File: src/rtl/apb_regfile_pkg.sv
// Shared types and helpers for the parametrised APB4 register-file slave.
package apb_regfile_pkg;

    typedef enum logic [1:0] {
        IDLE,
        WAIT,
        DONE
    } state_e;

    typedef enum logic [2:0] {
        NONE,
        MISALIGN,
        RANGE,
        RO,
        RDSTRB,
        LOCK
    } err_e;

    // Wait counter covers WAIT_CYCLES 0..15
    localparam int unsigned CNT_W = 4;

    function automatic int unsigned strb_w(input int unsigned dw);
        return dw / 8;
    endfunction

    function automatic int unsigned idx_shift(input int unsigned dw);
        return $clog2(dw / 8);
    endfunction

endpackage

File: src/rtl/apb_regfile_mem.sv
// DEPTH x DATA_W register storage: byte-strobed synchronous write, combinational read.
module apb_regfile_mem #(
    parameter int unsigned         DATA_W    = 32,
    parameter int unsigned         DEPTH     = 16,
    parameter int unsigned         IDX_W     = 4,
    parameter logic [DATA_W-1:0]   RESET_VAL = '0
) (
    input  logic                  i_clk,
    input  logic                  i_rst,
    input  logic                  i_we,
    input  logic [IDX_W-1:0]      i_waddr,
    input  logic [DATA_W-1:0]     i_wdata,
    input  logic [DATA_W/8-1:0]   i_wstrb,
    input  logic [IDX_W-1:0]      i_raddr,
    output logic [DATA_W-1:0]     o_rdata
);

    logic [DATA_W-1:0] r_mem [DEPTH];

    always_ff @(posedge i_clk) begin
        if (i_rst) begin
            for (int unsigned i = 0; i < DEPTH; i++) begin
                r_mem[i] <= RESET_VAL;
            end
        end else if (i_we) begin
            for (int unsigned k = 0; k < DATA_W / 8; k++) begin
                if (i_wstrb[k]) begin
                    r_mem[i_waddr][k*8 +: 8] <= i_wdata[k*8 +: 8];
                end
            end
        end
    end

    assign o_rdata = (32'(i_raddr) < DEPTH) ? r_mem[i_raddr] : '0;

endmodule

File: src/rtl/apb_regfile_slave_p.sv
// Parametrised APB4 slave with register file, wait states, byte strobes and PSLVERR.
// Optional: define APB_REGFILE_LOCK_EN to make register DEPTH-1 a sticky write-lock.
module apb_regfile_slave_p
    import apb_regfile_pkg::*;
#(
    parameter int unsigned       ADDR_W      = 8,
    parameter int unsigned       DATA_W      = 32,
    parameter int unsigned       DEPTH       = 16,
    parameter int unsigned       WAIT_CYCLES = 0,
    parameter logic [DEPTH-1:0]  RO_MASK     = '0,
    parameter logic [DATA_W-1:0] RESET_VAL   = '0
) (
    input  logic                PCLK,
    input  logic                PRESET,
    input  logic [ADDR_W-1:0]   PADDR,
    input  logic                PSELx,
    input  logic                PENABLE,
    input  logic                PWRITE,
    input  logic [DATA_W-1:0]   PWDATA,
    input  logic [DATA_W/8-1:0] PSTRB,
    output logic                PREADY,
    output logic [DATA_W-1:0]   PRDATA,
    output logic                PSLVERR
);

    localparam int unsigned STRB_W = strb_w(DATA_W);
    localparam int unsigned SHIFT  = idx_shift(DATA_W);
    localparam int unsigned IDX_W  = (DEPTH > 1) ? $clog2(DEPTH) : 1;

    state_e              r_state, w_state_nx;
    logic [CNT_W-1:0]    r_cnt, w_cnt_nx;
    logic [ADDR_W-1:0]   r_paddr;
    logic                r_pwrite;
    logic [DATA_W-1:0]   r_pwdata;
    logic [STRB_W-1:0]   r_pstrb;
    logic                r_pready, r_pslverr;
    logic [DATA_W-1:0]   r_prdata;
    logic                w_pready_nx, w_pslverr_nx, w_latch, w_finish;
    logic [DATA_W-1:0]   w_prdata_nx;

    // With zero wait states the decision is made in IDLE, before the latch holds the request
    logic [ADDR_W-1:0]   w_addr;
    logic                w_write;
    logic [STRB_W-1:0]   w_strb;
    logic [ADDR_W-1:0]   w_idx_full;
    logic [IDX_W-1:0]    w_idx;
    logic [DATA_W-1:0]   w_mem_rdata, w_rd_val;
    logic                w_misalign, w_range, w_ro, w_is_last, w_we, w_mem_we;
    err_e                w_cause;

    assign w_addr     = (r_state == IDLE) ? PADDR  : r_paddr;
    assign w_write    = (r_state == IDLE) ? PWRITE : r_pwrite;
    assign w_strb     = (r_state == IDLE) ? PSTRB  : r_pstrb;
    assign w_idx_full = w_addr >> SHIFT;
    assign w_idx      = w_idx_full[IDX_W-1:0];
    assign w_misalign = (w_addr & ADDR_W'((1 << SHIFT) - 1)) != '0;
    assign w_range    = 32'(w_idx_full) >= DEPTH;
    assign w_is_last  = 32'(w_idx_full) == (DEPTH - 1);
    assign w_we       = (r_state == DONE) && PSELx && r_pwrite && !r_pslverr;

`ifdef APB_REGFILE_LOCK_EN
    logic r_lock;

    assign w_ro     = RO_MASK[w_idx] && !w_is_last;
    assign w_rd_val = w_is_last ? {{(DATA_W-1){1'b0}}, r_lock} : w_mem_rdata;
    assign w_mem_we = w_we && !w_is_last;

    always_ff @(posedge PCLK) begin
        if (PRESET) begin
            r_lock <= 1'b0;
        end else if (w_we && w_is_last && r_pstrb[0] && r_pwdata[0]) begin
            r_lock <= 1'b1;
        end
    end
`else
    assign w_ro     = RO_MASK[w_idx];
    assign w_rd_val = w_mem_rdata;
    assign w_mem_we = w_we;
`endif

    always_comb begin
        w_cause = NONE;
        if (w_misalign) begin
            w_cause = MISALIGN;
        end else if (w_range) begin
            w_cause = RANGE;
        end else if (w_write && w_ro) begin
            w_cause = RO;
        end else if (!w_write && (w_strb != '0)) begin
            w_cause = RDSTRB;
`ifdef APB_REGFILE_LOCK_EN
        end else if (w_write && r_lock && !w_is_last) begin
            w_cause = LOCK;
`endif
        end
    end

    always_comb begin
        w_state_nx   = r_state;
        w_cnt_nx     = r_cnt;
        w_latch      = 1'b0;
        w_finish     = 1'b0;
        w_pready_nx  = 1'b0;
        w_pslverr_nx = 1'b0;
        w_prdata_nx  = '0;
        case (r_state)
            IDLE: begin
                if (PSELx && !PENABLE) begin
                    w_latch  = 1'b1;
                    w_cnt_nx = CNT_W'(WAIT_CYCLES);
                    if (WAIT_CYCLES == 0) begin
                        w_state_nx = DONE;
                        w_finish   = 1'b1;
                    end else begin
                        w_state_nx = WAIT;
                    end
                end
            end
            WAIT: begin
                if (!PSELx) begin
                    w_state_nx = IDLE;
                end else if (PENABLE) begin
                    w_cnt_nx = r_cnt - CNT_W'(1);
                    if (r_cnt <= CNT_W'(1)) begin
                        w_state_nx = DONE;
                        w_finish   = 1'b1;
                    end
                end
            end
            default: w_state_nx = IDLE;
        endcase
        if (w_finish) begin
            w_pready_nx  = 1'b1;
            w_pslverr_nx = (w_cause != NONE);
            w_prdata_nx  = (!w_write && w_cause == NONE) ? w_rd_val : '0;
        end
    end

    always_ff @(posedge PCLK) begin
        if (PRESET) begin
            r_state   <= IDLE;
            r_cnt     <= '0;
            r_paddr   <= '0;
            r_pwrite  <= 1'b0;
            r_pwdata  <= '0;
            r_pstrb   <= '0;
            r_pready  <= 1'b0;
            r_pslverr <= 1'b0;
            r_prdata  <= '0;
        end else begin
            r_state   <= w_state_nx;
            r_cnt     <= w_cnt_nx;
            r_pready  <= w_pready_nx;
            r_pslverr <= w_pslverr_nx;
            r_prdata  <= w_prdata_nx;
            if (w_latch) begin
                r_paddr  <= PADDR;
                r_pwrite <= PWRITE;
                r_pwdata <= PWDATA;
                r_pstrb  <= PSTRB;
            end
        end
    end

    apb_regfile_mem #(
        .DATA_W    (DATA_W),
        .DEPTH     (DEPTH),
        .IDX_W     (IDX_W),
        .RESET_VAL (RESET_VAL)
    ) u_mem (
        .i_clk   (PCLK),
        .i_rst   (PRESET),
        .i_we    (w_mem_we),
        .i_waddr (w_idx),
        .i_wdata (r_pwdata),
        .i_wstrb (r_pstrb),
        .i_raddr (w_idx),
        .o_rdata (w_mem_rdata)
    );

    assign PREADY  = r_pready;
    assign PRDATA  = r_prdata;
    assign PSLVERR = r_pslverr;

endmodule
File: config.mk
export PLATFORM = sky130hd
export DESIGN_NAME = apb_regfile_slave_p
export DESIGN_NICKNAME = d
export VERILOG_FILES = /design/src/rtl/apb_regfile_pkg.sv /design/src/rtl/apb_regfile_mem.sv /design/src/rtl/apb_regfile_slave_p.sv
export SDC_FILE = /design/constraint.sdc
export NUM_CORES = 1
export LEC_CHECK = 0
export CORE_ASPECT_RATIO = 2
export CORE_UTILIZATION = 40
export DETAILED_ROUTE_END_ITERATION = 6
export GPL_TIMING_DRIVEN = 1
export PLACE_DENSITY = 0.58
export SLEW_MARGIN = 40
export SYNTH_ARGS = -nofsm -noshare
export SYNTH_HDL_FRONTEND = slang
export SYNTH_SLANG_ARGS = --single-unit
export TNS_END_PERCENT = 30
File: constraint.sdc
create_clock -name PCLK -period 5 [get_ports PCLK]
set_clock_uncertainty 0.05 [all_clocks]
set_input_delay 1.5 -clock PCLK [delete_from_list [all_inputs] [get_ports PCLK]]
set_output_delay 1.5 -clock PCLK [all_outputs]
set_load 0.05 [all_outputs]
# Word level (Yosys, flattened, before mapping)
# Memory sizes are Yosys's and may differ from the RTL's. A register that Yosys moved wholly into a read port is not among the register bits.
# Cells that the tools add are included.
# op_classes
mux,45
reduce_logical,21
n_addsub,1
n_lt_le_gt_ge,3
n_eq_ne,7
n_bitwise,2
# op_table
op,n
$mux 32,1
$reduce_or 32->1,1
$mux 1,26
$mux 4,6
$mux 3,4
$mux 2,4
$mux 8,1
$pmux 4 s2,1
$reduce_bool 8->1,1
$logic_and 1x1->1,7
$ge 6x5->1 const B,1
$ne 3x3->1 const B,2
$lt 4x5->1 const B,1
$le 4x1->1 const B,1
$ne 2x2->1 const B,2
$pmux 2 s2,1
$reduce_and 4->1,1
$reduce_bool 4->1,1
$sub 4x1->4 const B,1
$logic_not 1->1,3
$logic_not 3->1,1
$reduce_and 3->1,1
$reduce_bool 3->1,1
$reduce_or 3->1,1
8 further kinds,9
# word_totals
mem_bits_rw,512
input_bits,49
memories,2
ff_bits,53
romBits,16
# mem_list
name,depth,width,read_ports,rd_clocked_by_memory_dff,write_ports,line,rtl
u_mem.r_mem,16,32,1,1,16,apb_regfile_mem.sv:18,logic [DATA_W-1:0] r_mem [DEPTH];
(name not given),16,1,1,0,0,apb_regfile_slave_p.sv:76,assign w_ro = RO_MASK[w_idx];

# Logic depth before layout (Yosys ltp)
# Gate-level depths: netlist of run 1.
# logic_depth
word_depth,12
depth_mapped,8
depth_no_buf,4

# Hierarchy
# Synthesis of run 1 repeated with hierarchy kept, for this count alone.
# unflattened
cells_unflattened,1747
hier_area_um2,25050.3
# modules_own_cells
mod,cells_per_inst,area_each_um2,seq_area_each_um2,n_inst
apb_regfile_mem,1526,22313.9,15374.7,1
apb_regfile_slave_p,221,2736.4,1521.5,1

# Worst setup path before layout of run 1
# No wires, ideal clock.
# synth_timing
path_kind,input to register
start,input port PRESET
end,"memory u_mem.r_mem[0][24], enable pin"
stages,5
slack_ps,1654
n_path_buf,1
setup_time_ps,329
required_time_ps,4621
t_arrival_ps,2967
cell_sequence,nor3b_4 > nand4_4 > buf_4 > nor3_4 > or2_1
# synth_lines
item,line,rtl
"start, declared",apb_regfile_slave_p.sv:14,"input logic PRESET,"
"end, declared",apb_regfile_mem.sv:18,

# Worst setup path in the final report of run 1
# layout_timing
start,input port PADDR[2]
end,"register r_prdata[5], in the netlist PRDATA[5] (read register of u_mem.r_mem)"
# layout_via
elab_chain_cells,11
elab_cells_between_ends,12
# layout_lines
item,line,rtl
"start, declared",apb_regfile_slave_p.sv:15,"input logic [ADDR_W-1:0] PADDR,"
$mux 8 (*),apb_regfile_slave_p.sv:51,assign w_addr = (r_state == IDLE) ? PADDR : r_paddr;
$mem_v2 16x1,-,
$mux 1 (implied by the code),apb_regfile_slave_p.sv:76,
$logic_and 1x1->1,apb_regfile_slave_p.sv:87,end else if (w_write && w_ro) begin
$mux 3,apb_regfile_slave_p.sv:87,
$mux 3,apb_regfile_slave_p.sv:85,end else if (w_range) begin
$mux 3,apb_regfile_slave_p.sv:83,if (w_misalign) begin
$logic_not 3->1,apb_regfile_slave_p.sv:135,w_prdata_nx = (!w_write && w_cause == NONE) ? w_rd_val : '0;
$logic_and 1x1->1,apb_regfile_slave_p.sv:135,
$not 1->1 (no line),-,
$reduce_or 3->1 (no line),-,
"end, declared",apb_regfile_slave_p.sv:37,logic [DATA_W-1:0] r_prdata;
# Every way passes the cells marked *; elsewhere a longest branch is shown, timed or not. The select of a mux whose other input is x is not followed.
# A chain may end at the register's enable or synchronous reset.

==> impl_metrics.yaml, run 1 <==
clock_tree:
  cts_tree: "built"
  clockBufferDepth: 3
  cts-resized-gates: 0
  holdBufCountCts: 0
  h-tree-depth: 2
  clk_pin_slew_ps: 70
  cts_setup_buffers: 0
  cts_buffers: 54
  cts_root_buf: "clkbuf_16"
  clock_latency_ps: 610
  clock_sinks: 592
placed_design:
  gp_congestion: 0.865
  dp_hpwl_um: 63900
  dpl_cell_area_um2: 32900
  port_buffers: 82
  place_inst: 3675
  pre_cts_slack_ps: 533
logic_synthesis:
  synth_top_area_frac: 0.496
  ys_seq_area_frac: 0.547
  syn-cell-area_um2: 31000
  synth_top_cell_by_area: "edfxtp_1"
  synth_cells: 2747
  ys_seq_elements: 592
  ys_top_cells_by_area: "edfxtp_1, and2_1, dfxtp_1"
  synth_fp_nets: 2796
  ys_warn_count: 0
  syn_avg_cell_area_um2: 11.3
  ys_types: 46
critical_path:
  cp_max_fo: 114
  start_kind: "input pin"
  r2r_slack_ps: 1890
  critPathArrivalTime_ps: 4210
  cp_data_required_time_ps: 5360
  worst_r2r_path_depth: 5
  endpoint_kind: "flop"
  crit_type: "in -> reg"
route:
  wire_per_inst_um: 25.2
  routed_wl_um: 95100
  postRouteAntennaNets: 0
  drc: 0
  vias: 21800
  drt_first_pass_iters: 6
  drt_iter0_drc: 1848
  via_per_inst: 5.78
power_and_ir_drop:
  p_int_w: 0.00824
  combPwrFrac: 0.078
  clkPwrFrac: 0.400
  switching_share: 0.242
  powerDensity_nw_per_um2: 313
  ir_drop_mv: 0.259
  cellLeakagePower_nw: 12.1
  p_seq_frac: 0.522
  switchingPower_w: 0.00263
layout:
  diodes: 0
  nets: 2760
  layout_common_cells: "and2_1, edfxtp_1, nand2_1, nand2b_1, a32o_1"
  finish.instance_area_um2: 34800
  final_common_cell: "and2_1"
  instances_no_fill: 3778
  layout-drive-gt1-share: 0.107
  nFillCells: 7023
  synthToLayoutAreaGrowth_pct: 12.2
sta:
  slew_headroom: 0.405
  setup_ws_ps: 1150
  setup_violations: 0
  worst_pin_slew_ps: 892
  clock.fmax_mhz: 260
  fin_crit_ps: 3850
  tns_ps: 0
  hold_viol_final: 0
  rsz0062_at_grt: "false"
  fin_crit_sh: 0.771
  drv_slew: 0
grt:
  grt_max_degree: 135
  gr-total-overflow: 0
  grt_pass1_vias: 21200
  track_usage: 0.242
  grt_pass1_wl_um: 138000
  antenna_found_initial: 1
flow_run:
  maxCapViolations: 0
die:
  die_area_um2: 78700
  core_um2: 76900
  rows: 144
  fp.dieH_um: 396
  ios: 83
  dieWidth_um: 199
  start_util: 0.403
min_path:
  holdPathStages: 2
  hold_path_class: "reg -> reg"
run_status:
  status: "completed"
==> registers in the layout, indices dropped and copies added (netlist names) <==
name / flops
PREADY: 1
u_mem.r_mem: 512
r_paddr: 8
r_state: 1
PSLVERR: 1
r_pstrb: 4
PRDATA: 32
r_pwrite: 1
r_pwdata: 32
==> layout make-up <==
type / count / area (um2) / share of cell area
clock inverter: 31 / 319 / 0.00917
timing repair buffer: 154 / 1530 / 0.0440
sequential: 592 / 17000 / 0.489
multi-input combinational: 1813 / 12800 / 0.367
clock buffer: 70 / 1520 / 0.0436
inverter: 96 / 360 / 0.0104
tap: 1022 / 1280 / 0.0367
==> cells in the mapped netlist (all sizes together) <==
| master | number |
|---|---|
| o2bb2ai | 1 |
| or2 | 64 |
| o22a | 34 |
| nor3 | 67 |
| o21ai | 1 |
| o211ai | 1 |
| nand2 | 284 |
| o32ai | 97 |
| or3b | 1 |
| nor3b | 4 |
| and2 | 608 |
| a22oi | 1 |
| and3b | 1 |
| o41ai | 96 |
| nor2b | 3 |
| o22ai | 97 |
| nor2 | 6 |
| buf | 59 |
| nor4 | 4 |
| edfxtp | 512 |
| mux2i | 65 |
| nand2b | 99 |
| o32a | 1 |
| clkbuf | 187 |
| a21oi | 45 |
| inv | 96 |
| a41oi | 32 |
| dfxtp | 80 |
| a32oi | 2 |
| o211a | 2 |
| nand4 | 4 |
| a32o | 97 |
| o21a | 96 |
==> worst paths after layout <==
check,from,end
max reg2reg,r_paddr[3],PRDATA[21]
min,r_paddr[6],r_paddr[6]
max,PADDR[2],PRDATA[5]
min reg2reg,r_paddr[6],r_paddr[6]
==> per-stage QoR <==
stage               power, W   util  hold WS (ps)
global route          0.0111  0.452           434
floorplan            0.00624      -           386
finish                0.0109  0.452           417
detailed placement   0.00664  0.428           405
global placement     0.00661  0.427           395
CTS                   0.0109  0.452           415
==> worst max-delay path, cell delays in order <==
cell	delay, ps
clkdlybuf4s50_1	590
nand2b_4	280
buf_12	440
o22ai_1	170
o41ai_1	800
a41oi_1	320
==> power by group through the flow <==
stage	sequential, W	combinational [W]	clock, W
2_1_floorplan	0.00567	0.000569	0
3_3_place_gp	0.00578	0.000829	0
3_5_place_dp	0.00579	0.000846	0
4_1_cts	0.00568	0.000848	0.00441
5_1_grt	0.00569	0.000901	0.00455
6_report	0.00568	0.000849	0.00435
==> per-layer routing <==
metal,wire (um),GRT usage,share of wire,vias to the layer above
met2,52200,0.460,0.55,792
li1,-,-,-,10000
met4,5260,0.127,0.055,0
met3,4430,0.0177,0.047,215
met5,0,0,0,-
met1,33100,0.262,0.35,10800
==> cell families (layout without fill, tap and decap cells) <==
logic type / Yosys count / count (layout) / synth area share
and+or+nand+nor: 1145 / 1145 / 0.228
AOI/OAI and AO/OA: 603 / 603 / 0.158
DFF: 592 / 592 / 0.547
buffers and inverters: 342 / 351 / 0.0454
muxes: 65 / 65 / 0.0210
Note: power is estimated with default switching activity, not from simulation.
==> run 2, diff against run 1 <==
- clock period: 5 -> 3.6 ns (I/O delays scaled with it)
==> impl_metrics.yaml, run 2 (synthesized netlist as in run 1, its figures left out) <==
clock_tree:
  cts-resized-gates: 0
  clock_latency_ps: 620
  clock_sinks: 592
  cts_tree: "built"
  holdBufCountCts: 0
  clockBufferDepth: 3
  cts_root_buf: "clkbuf_16"
  h-tree-depth: 2
  cts_buffers: 54
  clk_pin_slew_ps: 60
  cts_setup_buffers: 0
die:
  die_area_um2: 78700
  ios: 83
  fp.dieH_um: 396
  rows: 144
  dieWidth_um: 199
  core_um2: 76900
  start_util: 0.403
route:
  via_per_inst: 5.73
  postRouteAntennaNets: 0
  routed_wl_um: 94700
  drt_first_pass_iters: 6
  drc: 0
  vias: 22100
  wire_per_inst_um: 24.5
  drt_iter0_drc: 1704
placed_design:
  place_inst: 3759
  dp_hpwl_um: 64300
  gp_congestion: 0.891
  pre_cts_slack_ps: -316
  port_buffers: 82
sta:
  clock.fmax_mhz: 308
  hold_viol_final: 0
  worst_pin_slew_ps: 853
  drv_slew: 0
  slew_headroom: 0.424
  fin_crit_ps: 3240
  fin_crit_sh: 0.900
  setup_ws_ps: 358
  setup_violations: 0
  rsz0062_at_grt: "false"
  whs_ps: 413
grt:
  grt_pass1_wl_um: 139000
  antenna_found_initial: 0
  track_usage: 0.241
  grt_max_degree: 140
  grt_pass1_vias: 21900
  gr-total-overflow: 0
power_and_ir_drop:
  switchingPower_w: 0.00367
  cellLeakagePower_nw: 12.6
  clkPwrFrac: 0.394
  combPwrFrac: 0.082
  power_w: 0.0150
  powerDensity_nw_per_um2: 423
  switching_share: 0.244
  p_int_w: 0.0114
  ir_drop_mv: 0.422
  p_seq_frac: 0.524
layout:
  layout-drive-gt1-share: 0.134
  regMostFlops: "u_mem.r_mem"
  final_common_cell: "and2_1"
  nFillCells: 7006
  nets: 2842
  instances_no_fill: 3860
  largest_reg_flops: 512
  layout_common_cells: "and2_1, edfxtp_1, nand2_1, buf_4, nand2b_1"
  final_core_util: 0.462
  synthToLayoutAreaGrowth_pct: 14.6
critical_path:
  start_kind: "input pin"
  cp_data_required_time_ps: 3930
  max_stage_delay_ps: 710
  slowest_stage: "o41ai_1"
  cpLargestDelayFamily: "compound AO/OA/AOI/OAI gates"
  cp_max_fo: 91
  critPathArrivalTime_ps: 3570
  cp_cell_sequence: "clkdlybuf4s50_1 > buf_4 > nand2b_4 > buf_12 > o22ai_1 > o41ai_1 > a41oi_1"
  cp.buffers_inverters: 3
  endpoint_kind: "flop"
  crit_type: "in -> reg"
min_path:
  hold_path_class: "reg -> reg"
flow_run:
  maxCapViolations: 0
run_status:
  status: "completed"
==> run 2: path summary, 6_finish.rpt <==
path / start / endpoint / slack (ps) / depth (start not counted)
setup / recovery: PADDR[2] / PRDATA[8] / 360 / 7
hold reg to reg: r_paddr[6] / r_paddr[6] / 410 / 2
setup reg to reg: r_state[1] / PRDATA[8] / 500 / 5
hold / removal: r_paddr[6] / r_paddr[6] / 410 / 2
==> run 2: per-stage QoR <==
| step | area (um2) | setup TNS (ps) |
|---|---|---|
| 3_5_place_dp | 33700 | -2170 |
| 4_1_cts | 35500 | 0 |
| 3_3_place_gp | 33600 | -4250 |
| 5_1_grt | 35500 | 0 |
| 6_report | 35500 | 0 |
| 2_1_floorplan | 31000 | 0 |
==> run 2: cell type report <==
cell class              count  area [um2]  area share
diodes                      1        2.50   0.0000704
clock buffers              68        1480      0.0415
clock inverters            32         323     0.00908
inverters                  96         360      0.0101
multi-input cells        1813       12800       0.360
flip-flops and latches    592       17000       0.479
well taps                1022        1280      0.0360
repair buffers            236        2290      0.0645
==> run 2: tightest hold or removal path: stages, from the launching register on <==
cell and delay (ps):
dfxtp_1 310, nand2_1 50, a21oi_1 50
==> run 2: per-layer routing <==
layer,global-route usage,up-vias,wire length (um)
met5,0,-,0
met4,0.124,0,5110
met3,0.0206,226,3850
met2,0.459,778,52300
met1,0.260,10900,33400
li1,-,10200,-
==> run 2: power by group through the flow <==
stage	sequential, W	combinational, W	clock [W]
2_1_floorplan	0.00787	0.000791	0
3_3_place_gp	0.00802	0.00120	0
3_5_place_dp	0.00803	0.00122	0
4_1_cts	0.00788	0.00123	0.00601
5_1_grt	0.00790	0.00130	0.00623
6_report	0.00788	0.00123	0.00592
